==> src/rtl/jtbubl_pal_ctrl.sv <==
// Palette RAM access controller: clears the RAM after reset, then splits each
// pixel period into two video byte reads and one CPU access slot.
module jtbubl_pal_ctrl #(
    parameter int CLRW = 9
) (
    input  logic            clk,
    input  logic            rst,
    input  logic            pxl_cen,
    input  logic [CLRW-2:0] col_addr,
    input  logic            pal_cs,
    input  logic            cpu_rnw,
    input  logic [CLRW-1:0] cpu_addr,
    input  logic [7:0]      cpu_dout,
    output logic [7:0]      pal_dout,
    output logic            cpu_ok,
    output logic [CLRW-1:0] ram_addr,
    output logic [7:0]      ram_din,
    output logic            ram_we,
    input  logic [7:0]      ram_dout,
    output logic [15:0]     col_out,
    output logic            clr_done
);

    typedef enum logic {
        ST_CLEAR = 1'b0,
        ST_RUN   = 1'b1
    } state_t;

    state_t          state_q, state_d;
    logic [CLRW-1:0] clr_cnt_q, clr_cnt_d;
    logic [1:0]      ph_q, ph_d;
    logic            pend_q, pend_d;
    logic            served_q, served_d;
    logic            pend_rnw_q;
    logic [CLRW-1:0] pend_addr_q;
    logic [7:0]      pend_data_q;
    logic            cs_q;
    logic            cpu_ok_q;
    logic            rd_q;
    logic [7:0]      pal_dout_q;
    logic [7:0]      even_q, odd_q;
    logic [15:0]     col_out_q;
    logic            clr_done_q;
    logic            grant_s;
    logic            cs_rise_s;

    assign cs_rise_s = pal_cs & ~cs_q;
    // One CPU access per pixel period, only in the slots after both video reads
    assign grant_s   = (state_q == ST_RUN) && pend_q && ph_q[1] && !served_q;

    // Clear sweep and top-level state transitions
    always_comb begin
        state_d   = state_q;
        clr_cnt_d = clr_cnt_q;
        case (state_q)
            ST_CLEAR: begin
                clr_cnt_d = clr_cnt_q + {{(CLRW-1){1'b0}}, 1'b1};
                if (clr_cnt_q == {CLRW{1'b1}}) begin
                    state_d = ST_RUN;
                end else begin
                    state_d = ST_CLEAR;
                end
            end
            ST_RUN: begin
                state_d = ST_RUN;
            end
            default: begin
                state_d   = ST_CLEAR;
                clr_cnt_d = {CLRW{1'b0}};
            end
        endcase
    end

    // Slot counter, served flag and pending-request bookkeeping
    always_comb begin
        ph_d     = ph_q;
        served_d = served_q;
        pend_d   = pend_q;
        if (state_q == ST_RUN) begin
            if (pxl_cen) begin
                ph_d = 2'd0;
            end else if (ph_q != 2'd3) begin
                ph_d = ph_q + 2'd1;
            end else begin
                ph_d = ph_q;
            end
        end else begin
            ph_d = ph_q;
        end
        if (pxl_cen) begin
            served_d = 1'b0;
        end else if (grant_s) begin
            served_d = 1'b1;
        end else begin
            served_d = served_q;
        end
        if (grant_s) begin
            pend_d = 1'b0;
        end else if (cs_rise_s) begin
            pend_d = 1'b1;
        end else begin
            pend_d = pend_q;
        end
    end

    // RAM port mux: the RAM samples its address at the edge, so this stays combinational
    always_comb begin
        ram_we   = 1'b0;
        ram_din  = 8'h00;
        ram_addr = {col_addr, ph_q[0]};
        if (state_q == ST_CLEAR) begin
            ram_we   = 1'b1;
            ram_addr = clr_cnt_q;
        end else if (grant_s) begin
            ram_we   = ~pend_rnw_q;
            ram_din  = pend_data_q;
            ram_addr = pend_addr_q;
        end else begin
            ram_we   = 1'b0;
        end
    end

    // State, counters and CPU request latch
    always_ff @(posedge clk or posedge rst) begin
        if (rst) begin
            state_q     <= ST_CLEAR;
            clr_cnt_q   <= {CLRW{1'b0}};
            ph_q        <= 2'd3;
            pend_q      <= 1'b0;
            served_q    <= 1'b0;
            pend_rnw_q  <= 1'b1;
            pend_addr_q <= {CLRW{1'b0}};
            pend_data_q <= 8'h00;
            cs_q        <= 1'b0;
            clr_done_q  <= 1'b0;
        end else begin
            state_q    <= state_d;
            clr_cnt_q  <= clr_cnt_d;
            ph_q       <= ph_d;
            pend_q     <= pend_d;
            served_q   <= served_d;
            cs_q       <= pal_cs;
            clr_done_q <= (state_d == ST_RUN);
            if (cs_rise_s && !pend_q) begin
                pend_rnw_q  <= cpu_rnw;
                pend_addr_q <= cpu_addr;
                pend_data_q <= cpu_dout;
            end
        end
    end

    // CPU completion, video byte capture and colour output
    always_ff @(posedge clk or posedge rst) begin
        if (rst) begin
            cpu_ok_q   <= 1'b0;
            rd_q       <= 1'b0;
            pal_dout_q <= 8'h00;
            even_q     <= 8'h00;
            odd_q      <= 8'h00;
            col_out_q  <= 16'h0000;
        end else begin
            cpu_ok_q <= grant_s;
            rd_q     <= grant_s & pend_rnw_q;
            if (rd_q) begin
                pal_dout_q <= ram_dout;
            end
            if (state_q == ST_RUN && ph_q == 2'd1) begin
                even_q <= ram_dout;
            end
            if (state_q == ST_RUN && ph_q == 2'd2) begin
                odd_q <= ram_dout;
            end
            if (pxl_cen) begin
                col_out_q <= (state_q == ST_CLEAR) ? 16'h0000 : {odd_q, even_q};
            end
        end
    end

    // Read data is shown in the same cycle as cpu_ok, then held
    assign pal_dout = rd_q ? ram_dout : pal_dout_q;
    assign cpu_ok   = cpu_ok_q;
    assign col_out  = col_out_q;
    assign clr_done = clr_done_q;

endmodule

==> config.mk <==
export PLATFORM = sky130hd
export DESIGN_NAME = jtbubl_pal_ctrl
export DESIGN_NICKNAME = d
export VERILOG_FILES = /design/src/rtl/jtbubl_pal_ctrl.sv
export SDC_FILE = /design/constraint.sdc
export NUM_CORES = 1
export LEC_CHECK = 0
export BUFFER_PORTS_ARGS = -buffer_cell sky130_fd_sc_hd__buf_2
export CAP_MARGIN = 40
export CORE_ASPECT_RATIO = 1.2
export CORE_MARGIN = 10
export CORE_UTILIZATION = 52
export DETAILED_ROUTE_END_ITERATION = 8
export PLACE_DENSITY = 0.77
export SYNTH_ARGS = -nofsm -noshare
export SYNTH_HDL_FRONTEND = slang
export SYNTH_SLANG_ARGS = --single-unit
==> constraint.sdc <==
create_clock -name clk -period 3.2 [get_ports clk]
set_input_delay 0.64 -clock clk [delete_from_list [all_inputs] [get_ports clk]]
set_output_delay 0.64 -clock clk [all_outputs]
set_load 0.01 [all_outputs]
Yosys cells after proc, flatten, opt, wreduce, memory -nomap -nowiden
Cells that the tools add are included.
Widths: inputs -> output; s select.

storage, ports and cells
  flip-flop bits (word level) = 75
  logic and storage cells = 54
  output and inout port bits = 44
  bits of input ports = 38

operators by class
  reductions and logical operators = 12
  multiplexer cells = 16
  $add $sub $neg = 2
  equality and inequality tests = 4
  bitwise gates (word level) = 5

operator list
  cell                 count
  $mux 8               3
  $mux 9               2
  $mux 16              1
  $add 9x1->9 const B  1
  $eq 9x9->1 const B   1
  $mux 1               7
  $logic_and 1x1->1    6
  $reduce_bool 2->1    3
  $mux 2               2
  $not 1->1            3
  $add 2x1->2 const B  1
  $and 1x1->1          2
  $eq 2x1->1 const B   1
  $eq 2x2->1 const B   1
  $logic_not 1->1      2
  $ne 2x2->1 const B   1
  $pmux 1 s2           1
  $reduce_and 2->1     1

Logic depth before layout (Yosys ltp)
  depth after elaboration = 5
  mapped depth = 6
  gate-level depth less buffers = 5

Least setup slack after synthesis
OpenSTA, ideal clock, no wires.

  kind = reg-to-output
  from = register clr_done (netlist name)
  to = output ram_addr[0]
  path buffers = 2
  arrival = 1170 ps
  stages on the path, launching flop included = 7
  slack = 1390 ps
  required time = 2560 ps
  cells stage by stage = dfrtp_1 -> buf_2 -> nand4b_1 -> inv_1 -> buf_4 -> nand2_1 -> a31oi_1

RTL lines
  element    RTL line  source
  to (decl)  16        output logic [CLRW-1:0] ram_addr,

Worst setup path after layout
  from = register ph_q[1]
  to = output ram_addr[0]

on the way
  longest elaborated chain between the ends = 4

ends and longest elaborated chain
  element                          RTL line  source
  from (decl)                      31        logic [1:0] ph_q, ph_d;
  from (signal assigned)           139       ph_q <= ph_d;
  $logic_and 1x1->1 (2 in series)  49        assign grant_s = (state_q == ST_RUN) && pend_q && ph_q[1] && !served_q;
  $mux 9                           114       end else if (grant_s) begin
  $mux 9                           111       if (state_q == ST_CLEAR) begin

No other way between the ends.

==> run metrics <==
Routed WL per cell=14.9 um; RSZ-0062 raised after global routing=no; Tcrit/Tclk final=0.849; setup TNS=0 ns; clk sinks=75; GRT busiest layer=met2; routing usage on met3=0.0535; Clk pin slew, worst setup/hold paths=0.07 ns; power share of the clock group=0.348; DIE WIDTH=91.8 um; CTS Buffer Depth=2; multi-input logic area=1150 um2; # fillers=480; worst reg2reg setup slack=1.56 ns; Final Hold Vio Count=0; Synth cell types=31; Comb pwr share=0.061; Psw=0.386 mW; gp weighted congestion=0.738; syn nets=315; Port-buffer cells=81; Slew @ Worst Pin=0.569 ns; final core occ=0.637; Seq. cell area=1880 um2; DR pass1 iterations=4; Hold Buf Count CTS=0; fin crit period=2.72 ns; Seq/Total Area, Yosys=0.585; later-pin clock latency in the skew report=0.34 ns; TritonCTS clock tree=yes; Rows=31; synthesized flop and latch total=75; post-route cell area=3830 um2; DR vias/cell=5.06; drt initial violations=50; cts bufs inserted=9; Worst Setup End Kind=primary output; number of setup buffers added after CTS=0; P_leak=1.90 nW; cells resized by post-CTS repair=0; outcome=finished, final reports clean; largest net degree at the start of global routing=76; Place WS=0.833 ns; dpl hpwl=4760 um; first-pass GRT wire length=11000 um; Worst R2R End=odd_q[4]$_DFFE_PP0P_; Slew Limit Fails=0; met1 usage=0.162; Sw Ratio=0.221; DRC=0; Seq pwr share=0.591; Cells after Synth=272; worst setup path endpoint=ram_addr[0]; Final Total Pwr=1.75 mW; share of layout cells above drive strength 1=0.416; clk_skew=0.00582 ns; ANT nets after route=0; nets=397; FF-to-FF path depth=4; effective utilization at floorplan=0.535; CP Data Arrival Time=2.08 ns; number of global-route vias before repair=2426; Req. time, crit path=2.56 ns; commonest cells after routing, fill and taps aside=81 x buf_2, 72 x dfrtp_1, 44 x mux2_2, 38 x nand2_1, 21 x inv_1; n_diodes=0; Setup crit start=ph_q[1]$_DFFE_PP1P_; Peak Freq=368 MHz; Worst R2R Start=ph_q[0]$_DFFE_PP1P_; Synth Area per Inst=11.8 um2; power per cell area=457 nW/um2; Tot GR Track Use=0.138; Slew HR=0.620; # IOs=82; Die Y-Extent=106 um; synthesized area=3210 um2; Synth Warn #=0; total gr overflow=0; core area=6010 um2; DIE AREA=9740 um2; P_int=1.36 mW; H-tree Lvls=3; Min-Delay Path Class=input pin to async pin; most common cell after layout, fill and taps aside=buf_2; Root Buffer=clkbuf_8; vias=2228; CP max FO=20; Setup Viol. Count Final=0; area grow syn2layout=19.1%; initial antenna violation count=0; final worst-path setup slack=0.483 ns; CP Class=flip-flop to primary output; DP Area=3670 um2; WL final=6560 um; M2 GR Usage=0.215; Max Cap Viol=0; VDD IR max=0.287 mV; Startpoint Class=flip-flop
-- flip-flops by register name, summed over array words and instances, names as in the netlist, 2 cells and up --
name	count
ph_q	2
pend_data_q	8
pal_dout_q	8
even_q	8
odd_q	8
col_out	16
clr_cnt_q	9
pend_addr_q	9
-- layer usage --
| layer | wire (um) | vias up |
|---|---|---|
| li1 | - | 1060 |
| met3 | 522 | 11 |
| met2 | 2960 | 73 |
| met1 | 2930 | 1084 |
| met4 | 146 | 0 |
| met5 | 0 | - |
-- area by class of cell --
| cell class | instances | area share |
|---|---|---|
| multi-input cells | 161 | 0.302 |
| well taps | 82 | 0.0268 |
| inverters | 22 | 0.0216 |
| clock inverters | 3 | 0.00392 |
| clock buffers | 12 | 0.0379 |
| flip-flops and latches | 75 | 0.491 |
| repair buffers | 85 | 0.117 |
-- worst min path at each step --
stage,end,slack (ns),cells after the start
2_1_floorplan,col_out[0]$_DFFE_PP0P_,0.44,2
3_3_place_gp,col_out[12]$_DFFE_PP0P_,0.45,2
3_5_place_dp,col_out[6]$_DFFE_PP0P_,0.46,2
4_1_cts,cpu_ok$_DFF_PP0_,0.39,3
5_1_grt,col_out[11]$_DFFE_PP0P_,0.41,3
6_report,col_out[14]$_DFFE_PP0P_,0.37,3
-- per-stage QoR --
step           hold slack (ns)  instances
2_1_floorplan            0.444        272
3_3_place_gp             0.454        425
3_5_place_dp             0.460        425
4_1_cts                  0.388        440
5_1_grt                  0.409        440
6_report                 0.374        440
-- power groups by stage --
stage	clock, mW	sequential [mW]	combinational, mW
CTS	0.625	1.03	0.109
floorplan	0	1.04	0.0697
finish	0.609	1.03	0.106
global placement	0	1.05	0.104
global route	0.661	1.04	0.120
detailed placement	0	1.05	0.109
-- Yosys cell counts --
| cell type | instances | area [um2] |
|---|---|---|
| dfrtp_1 | 72 | 1800 |
| mux2_2 | 44 | 495 |
| nand2_1 | 38 | 143 |
| inv_1 | 22 | 82.6 |
| o21ai_0 | 18 | 90.1 |
| nor2_1 | 13 | 48.8 |
| a31oi_1 | 10 | 62.6 |
| and2_1 | 10 | 62.6 |
| buf_2 | 6 | 30.0 |
| ha_1 | 5 | 62.6 |
| xnor2_1 | 4 | 35.0 |
| buf_4 | 3 | 22.5 |
| dfstp_2 | 3 | 78.8 |
| xor2_1 | 3 | 26.3 |
| clkbuf_1 | 2 | 7.51 |
| nand2b_1 | 2 | 12.5 |
| nand4b_1 | 2 | 17.5 |
| nor3_1 | 2 | 10.0 |
| a21o_1 | 1 | 7.51 |
| a21oi_1 | 1 | 5.00 |
| a2bb2oi_1 | 1 | 8.76 |
| buf_12 | 1 | 20.0 |
| buf_6 | 1 | 11.3 |
| clkbuf_2 | 1 | 5.00 |
| nand3_1 | 1 | 5.00 |
| nand4_1 | 1 | 6.26 |
| nand4b_4 | 1 | 23.8 |
| nor3b_1 | 1 | 7.51 |
| nor3b_2 | 1 | 12.5 |
| o22ai_1 | 1 | 6.26 |
| or2_2 | 1 | 6.26 |
-- cells by family (layout without fill, tap and decap cells) --
kind of cell,Yosys count,after routing,share of synthesized area
XOR/XNOR,7,7,0.0191
adder cells (fa/ha/maj),5,5,0.0195
AND/OR/NAND/NOR,73,73,0.111
AO/OA/AOI/OAI,32,32,0.0561
multiplexers,44,44,0.154
flip-flops,75,75,0.585
buffers and inverters,36,122,0.0557
-- critical path, cell delays in order, from the launching register on --
cell      delay (ns)
dfstp_2         0.58
nand4b_1        0.10
buf_4           0.19
inv_1           0.39
nand2_1         0.13
a31oi_1         0.19
buf_2           0.16
No activity file was read; power rests on OpenSTA's default activity.
